## config.mk

```make
export PLATFORM = sky130hd
export DESIGN_NAME = load_store_unit
export DESIGN_NICKNAME = d
export VERILOG_FILES = /design/src/rtl/lsu_pkg.sv /design/src/rtl/lsu_byte_lane.sv /design/src/rtl/load_store_unit.sv
export SDC_FILE = /design/constraint.sdc
export NUM_CORES = 1
export LEC_CHECK = 0
export BUFFER_PORTS_ARGS = -buffer_cell sky130_fd_sc_hd__clkbuf_2
export CAP_MARGIN = 15
export CORE_ASPECT_RATIO = 0.9
export CORE_MARGIN = 2
export CORE_UTILIZATION = 45
export DETAILED_ROUTE_END_ITERATION = 10
export PLACE_DENSITY_LB_ADDON = 0.3
export SLEW_MARGIN = 5
export SYNTH_ARGS = -nofsm -noshare
export SYNTH_HDL_FRONTEND = slang
export SYNTH_HIERARCHICAL = 1
export SYNTH_SLANG_ARGS = --single-unit
```

## constraint.sdc

```tcl
create_clock -name clk -period 3.1 [get_ports clk]
set_input_delay 0.155 -clock clk [delete_from_list [all_inputs] [get_ports clk]]
set_output_delay 0.155 -clock clk [all_outputs]
set_load 0.02 [all_outputs]
```

## src/rtl/lsu_pkg.sv

```systemverilog
// rtl/lsu_pkg.sv - shared state encoding, funct3 codes and access-size decode for the load/store unit
package lsu_pkg;

    typedef enum logic [1:0] {
        IDLE = 2'd0,
        RD   = 2'd1,
        WR   = 2'd2,
        RESP = 2'd3
    } lsu_state_t;

    localparam logic [2:0] F3_B  = 3'b000;
    localparam logic [2:0] F3_H  = 3'b001;
    localparam logic [2:0] F3_W  = 3'b010;
    localparam logic [2:0] F3_BU = 3'b100;
    localparam logic [2:0] F3_HU = 3'b101;

    // Bytes touched by an access; illegal codes fault anyway, so their size is don't-care.
    function automatic logic [2:0] access_size(input logic [2:0] funct3);
        case (funct3)
            F3_B, F3_BU: access_size = 3'd1;
            F3_H, F3_HU: access_size = 3'd2;
            default:     access_size = 3'd4;
        endcase
    endfunction

endpackage

```

## src/rtl/lsu_byte_lane.sv

```systemverilog
// rtl/lsu_byte_lane.sv - combinational load lane extract/extend and store lane merge
module lsu_byte_lane (
    input  logic [31:0] word,
    input  logic [1:0]  offset,
    input  logic [2:0]  funct3,
    input  logic [31:0] wdata,
    output logic [31:0] load_data,
    output logic [31:0] merged
);
    import lsu_pkg::*;

    logic [7:0]  lane_byte;
    logic [15:0] lane_half;

    always_comb begin
        lane_byte = word[{offset, 3'b000} +: 8];
        lane_half = word[{offset[1], 4'b0000} +: 16];

        load_data = 32'd0;
        case (funct3)
            F3_B:    load_data = {{24{lane_byte[7]}}, lane_byte};
            F3_BU:   load_data = {24'd0, lane_byte};
            F3_H:    load_data = {{16{lane_half[15]}}, lane_half};
            F3_HU:   load_data = {16'd0, lane_half};
            F3_W:    load_data = word;
            default: load_data = 32'd0;
        endcase

        merged = word;
        case (funct3)
            F3_B:    merged[{offset, 3'b000} +: 8]     = wdata[7:0];
            F3_H:    merged[{offset[1], 4'b0000} +: 16] = wdata[15:0];
            default: merged = wdata;
        endcase
    end

endmodule

```

## src/rtl/load_store_unit.sv

```systemverilog
// rtl/load_store_unit.sv - RISC-V load/store initiator with RMW sub-word stores; LSU_RANGE_CHECK_EN enables the address range fault
module load_store_unit #(
    parameter int MEM_BYTES = 32
) (
    input  logic        clk,
    input  logic        rst,
    input  logic        req_valid,
    output logic        req_ready,
    input  logic        req_we,
    input  logic [2:0]  req_funct3,
    input  logic [31:0] req_addr,
    input  logic [31:0] req_wdata,
    output logic        rsp_valid,
    output logic [31:0] rsp_rdata,
    output logic        rsp_fault,
    output logic        Mem_Read,
    output logic        Mem_Write,
    output logic [31:0] M_a,
    output logic [31:0] Mem_WriteData,
    input  logic [31:0] Mem_ReadData
);
    import lsu_pkg::*;

    lsu_state_t  state, state_next;
    logic        we_q;
    logic [2:0]  funct3_q;
    logic [1:0]  offset_q;
    logic [31:0] wdata_q;

    logic        accept;
    logic        illegal_f3;
    logic        misaligned;
    logic        range_fault;
    logic        fault;
    logic [31:0] load_data;
    logic [31:0] merged;

    assign accept = req_valid && req_ready;

    always_comb begin
        illegal_f3 = 1'b0;
        if (req_we) begin
            illegal_f3 = !(req_funct3 == F3_B || req_funct3 == F3_H || req_funct3 == F3_W);
        end else begin
            illegal_f3 = !(req_funct3 == F3_B  || req_funct3 == F3_H || req_funct3 == F3_W ||
                           req_funct3 == F3_BU || req_funct3 == F3_HU);
        end
        misaligned = ((req_funct3 == F3_H || req_funct3 == F3_HU) && req_addr[0]) ||
                     (req_funct3 == F3_W && req_addr[1:0] != 2'b00);
    end

`ifdef LSU_RANGE_CHECK_EN
    // 33-bit end address so requests near the top of the space cannot wrap below the limit.
    logic [32:0] end_addr;
    assign end_addr    = {1'b0, req_addr} + {30'd0, access_size(req_funct3)};
    assign range_fault = end_addr > 33'(MEM_BYTES);
`else
    assign range_fault = 1'b0;
`endif

    assign fault = illegal_f3 || misaligned || range_fault;

    always_ff @(posedge clk) begin
        if (rst) begin
            state <= IDLE;
        end else begin
            state <= state_next;
        end
    end

    always_comb begin
        state_next = state;
        req_ready  = 1'b0;
        rsp_valid  = 1'b0;
        case (state)
            IDLE: begin
                req_ready = 1'b1;
                if (req_valid) begin
                    if (fault) begin
                        state_next = RESP;
                    end else if (!req_we || req_funct3 != F3_W) begin
                        state_next = RD;
                    end else begin
                        state_next = WR;
                    end
                end
            end
            RD:      state_next = we_q ? WR : RESP;
            WR:      state_next = RESP;
            RESP: begin
                rsp_valid  = 1'b1;
                state_next = IDLE;
            end
            default: state_next = IDLE;
        endcase
    end

    lsu_byte_lane u_lane (
        .word      (Mem_ReadData),
        .offset    (offset_q),
        .funct3    (funct3_q),
        .wdata     (wdata_q),
        .load_data (load_data),
        .merged    (merged)
    );

    // Strobes follow the next state so they are flops, never decoded from state.
    always_ff @(posedge clk) begin
        if (rst) begin
            we_q          <= 1'b0;
            funct3_q      <= 3'd0;
            offset_q      <= 2'd0;
            wdata_q       <= 32'd0;
            Mem_Read      <= 1'b0;
            Mem_Write     <= 1'b0;
            M_a           <= 32'd0;
            Mem_WriteData <= 32'd0;
            rsp_rdata     <= 32'd0;
            rsp_fault     <= 1'b0;
        end else begin
            Mem_Read  <= (state_next == RD);
            Mem_Write <= (state_next == WR);
            if (accept) begin
                we_q     <= req_we;
                funct3_q <= req_funct3;
                offset_q <= req_addr[1:0];
                wdata_q  <= req_wdata;
                if (fault) begin
                    rsp_rdata <= 32'd0;
                    rsp_fault <= 1'b1;
                end else begin
                    M_a <= {req_addr[31:2], 2'b00};
                    if (state_next == WR) begin
                        Mem_WriteData <= req_wdata;
                    end
                end
            end
            if (state == RD) begin
                if (we_q) begin
                    Mem_WriteData <= merged;
                end else begin
                    rsp_rdata <= load_data;
                    rsp_fault <= 1'b0;
                end
            end
            if (state == WR) begin
                rsp_rdata <= 32'd0;
                rsp_fault <= 1'b0;
            end
        end
    end

endmodule

```

==> flow_summary.toml <==
[run_status]
outcome = "complete, no violations"

[place]
dpl.hpwl_microns = 16260
pre_cts_ws_ns = 0.5440
placed_area_sq_um = 8228
place_congestion = 0.9092
port_buffers = 201
place_inst = 1261

[clock_tree]
htree_num_levels = 4
cts_buffer_depth = 2
cts_tree = "done"
clk_latency_ns = 0.44
cts_resized = 0
cts-buffers-inserted = 17
post-cts-setup-buffers = 0
clock_sinks = 137
clkTransAtPathRegs_ns = 0.06
root_buffer = "clkbuf_16"
ctsHoldBuffers = 64

[worst_setup_path]
cp.arrival_ns = 2.91
crit_required_ns = 3.44
crit_type = "reg -> reg"
end_kind = "flip-flop"
cp_max_fo = 18
start_kind = "flip-flop"

[layout]
seqCellArea_sq_um = 2744
area_growth_pct = 31.05
final_area_sq_um = 9507
multiInputGateArea_sq_um = 4048
drive_gt1_share_pct = 26.37
layout.cells.non_filler = 1357
final_nets = 1249
fillers = 1448

[logic_synthesis]
ys_seq_area_share_pct = 37.81
synth-async-reset-ratio_pct = 0
synthMuxAreaShare_pct = 3.725
synth.area.top_cells = "dfxtp_1, nand2_1, a21oi_1, nor2_1, a22oi_1"
synth_compound_area_share_pct = 25.80
synth_top_family_by_area = "compound AO/OA/AOI/OAI gates"
synth_fa_ha_area_share_pct = 1.552
synth-simple-area-share_pct = 24.49
synth_top_area_share_pct = 37.81
yosysWarnings = 6
synth_xor_area_share_pct = 0
synth_edf_count = 0
syn_area_sq_um = 7254
synth_area_leader_cell = "dfxtp_1"
synthFlopType = "dfxtp_1"
syn_inst = 920
ys_ff_latch = 137
postSynthAreaPerCell_sq_um = 7.885
synth_cell_type_count = 65

[sta]
worst_pin_slew_ns = 0.9309
timing.final.crit_share_pct = 83.08
clock.fmax_ghz = 0.3883
drv_slew = 0
finClkSkew_ns = 0.008217
hold_violations = 0
setup_viol = 0
fin_crit_ns = 2.575
rsz0062_at_grt = "false"
worst_slack_ns = 0.5246
slew_headroom_pct = 37.94
timing.setup.tns_ns = 0

[power_and_ir_drop]
max-vdd-ir-drop_mv = 0.4641
fin_total_pwr_mw = 7.086
p_leak_nw = 3.859
p_per_area_nw_per_um2 = 745.4

[flow_run]
maxCapViolations = 0

[global_route]
grt_pass1_vias = 7474
grt_max_degree = 63
grt_use_total_pct = 28.93
gr-total-overflow = 0
antenna_found_initial = 0
grt_pass1_wl_microns = 38940

[drt]
vias_per_cell = 5.704
drt_wl_total_microns = 24470
drc = 0
first_pass_iters = 6
antenna_left = 0
vias = 7740
wire_per_inst_microns = 18.03
drt_iter0_drc = 818

[die]
num_rows = 44
die_area_sq_um = 17150
ios = 204
fp.dieH_microns = 124.5
die_w_microns = 137.8
core_sq_um = 15970
initial_core_util_pct = 45.44

[min_path]
min_path_type = "in -> reg"
==> area by class of cell <==
class / instances / share of cell area, %
tap: 207 / 2.724
inverter: 9 / 0.3554
antenna: 1 / 0.02632
clock inverter: 5 / 1.119
multi-input combinational: 689 / 42.58
clock buffer: 26 / 5.567
timing repair buffer: 283 / 18.77
sequential: 137 / 28.86
==> metal layers <==
layer | global-route usage [%] | wire length (microns)
met5 | 0 | 0
met3 | 7.937 | 2061
met1 | 37.11 | 10400
met4 | 12.85 | 780
met2 | 45.19 | 11230
==> cells in the final DEF (no fill, tap or decap), types with 4 or more instances in the layout <==
master           n
dfxtp_1        136
nor3b_2          4
and3_1           7
clkbuf_16       17
o211ai_1        12
dlygate4sd3_1   64
o31ai_1          7
mux2i_1          9
a22oi_1         39
clkbuf_2       200
o22ai_1          9
a21oi_1         74
mux2_2          14
a311oi_1        29
a221o_1         16
nand2_1        220
nor3_1           4
nor2b_1         10
clkbuf_8         7
ha_1             9
nand2b_1         9
a31oi_1          8
nand3_1          8
a221oi_1         8
a211oi_1        16
inv_1            8
or2_2           10
nand4_1          7
a311oi_2        10
nor2_1         100
buf_4           19
==> cells by family after synthesis <==
kind of cell    after synthesis
other cells                   1
buf+inv                      95
compound gates              251
flops                       137
mux                          24
simple gates                403
fa+ha+maj                     9
==> metrics by stage <==
step | hold slack (ns) | util (%)
final | 0.002354 | 59.55
after global routing | 0.01005 | 59.53
after global placement | 0.3767 | 51.54
after CTS | 0.005671 | 59.53
after detailed placement | 0.3845 | 51.54
after floorplan | 0.2400 | -
==> where the power goes <==
| group | total [mW] | switching (mW) | internal [mW] | leakage (nW) |
|---|---|---|---|---|
| clock | 2.19 | 0.775 | 1.41 | 0.309 |
| combinational | 2.65 | 1.65 | 0.997 | 2.44 |
| sequential | 2.25 | 0.227 | 2.02 | 1.11 |
| total | 7.09 | 2.66 | 4.43 | 3.86 |
==> cells in the mapped netlist, types with 7 or more instances <==
| master | number |
|---|---|
| o31ai_1 | 7 |
| buf_6 | 9 |
| a221o_1 | 16 |
| o22ai_1 | 9 |
| dfxtp_1 | 137 |
| nor2b_1 | 11 |
| a21oi_1 | 75 |
| a31oi_1 | 8 |
| ha_1 | 9 |
| o211ai_1 | 12 |
| or2_2 | 10 |
| nor2_1 | 100 |
| nand2_1 | 221 |
| a22oi_1 | 39 |
| and3_1 | 7 |
| mux2i_1 | 9 |
| nand2b_1 | 9 |
| a221oi_1 | 8 |
| buf_4 | 8 |
| a311oi_2 | 10 |
| inv_1 | 8 |
| mux2_2 | 14 |
| a211oi_1 | 16 |
| clkbuf_1 | 47 |
| a311oi_1 | 29 |
| nand3_1 | 8 |
| buf_2 | 18 |
| nand4_1 | 7 |
==> critical path, stage by stage (launching register included) <==
cell      delay, ns
dfxtp_1        0.68
inv_1          0.18
ha_1           0.42
nor3b_2        0.49
nand4_1        0.15
a31oi_1        0.19
nor2_1         0.06
a311oi_1       0.30
==> registers in the layout, indices dropped and copies added (netlist names) <==
register and cells:
state 2, Mem_Read 1, Mem_WriteData 32, rsp_fault 1, we_q 1, Mem_Write 1
M_a 30, offset_q 2, wdata_q 32, funct3_q 3, rsp_rdata 32
==> worst paths after layout <==
path / from / to / slack [ns] / depth (start not counted)
hold / removal: req_wdata[13] / wdata_q[13] / 0.002 / 3
hold reg to reg: M_a[29] / M_a[29] / 0.45 / 2
setup reg to reg: offset_q[0] / Mem_WriteData[25] / 0.52 / 7
setup / recovery: offset_q[0] / Mem_WriteData[25] / 0.52 / 7
Power figures use the tool's default switching activity.
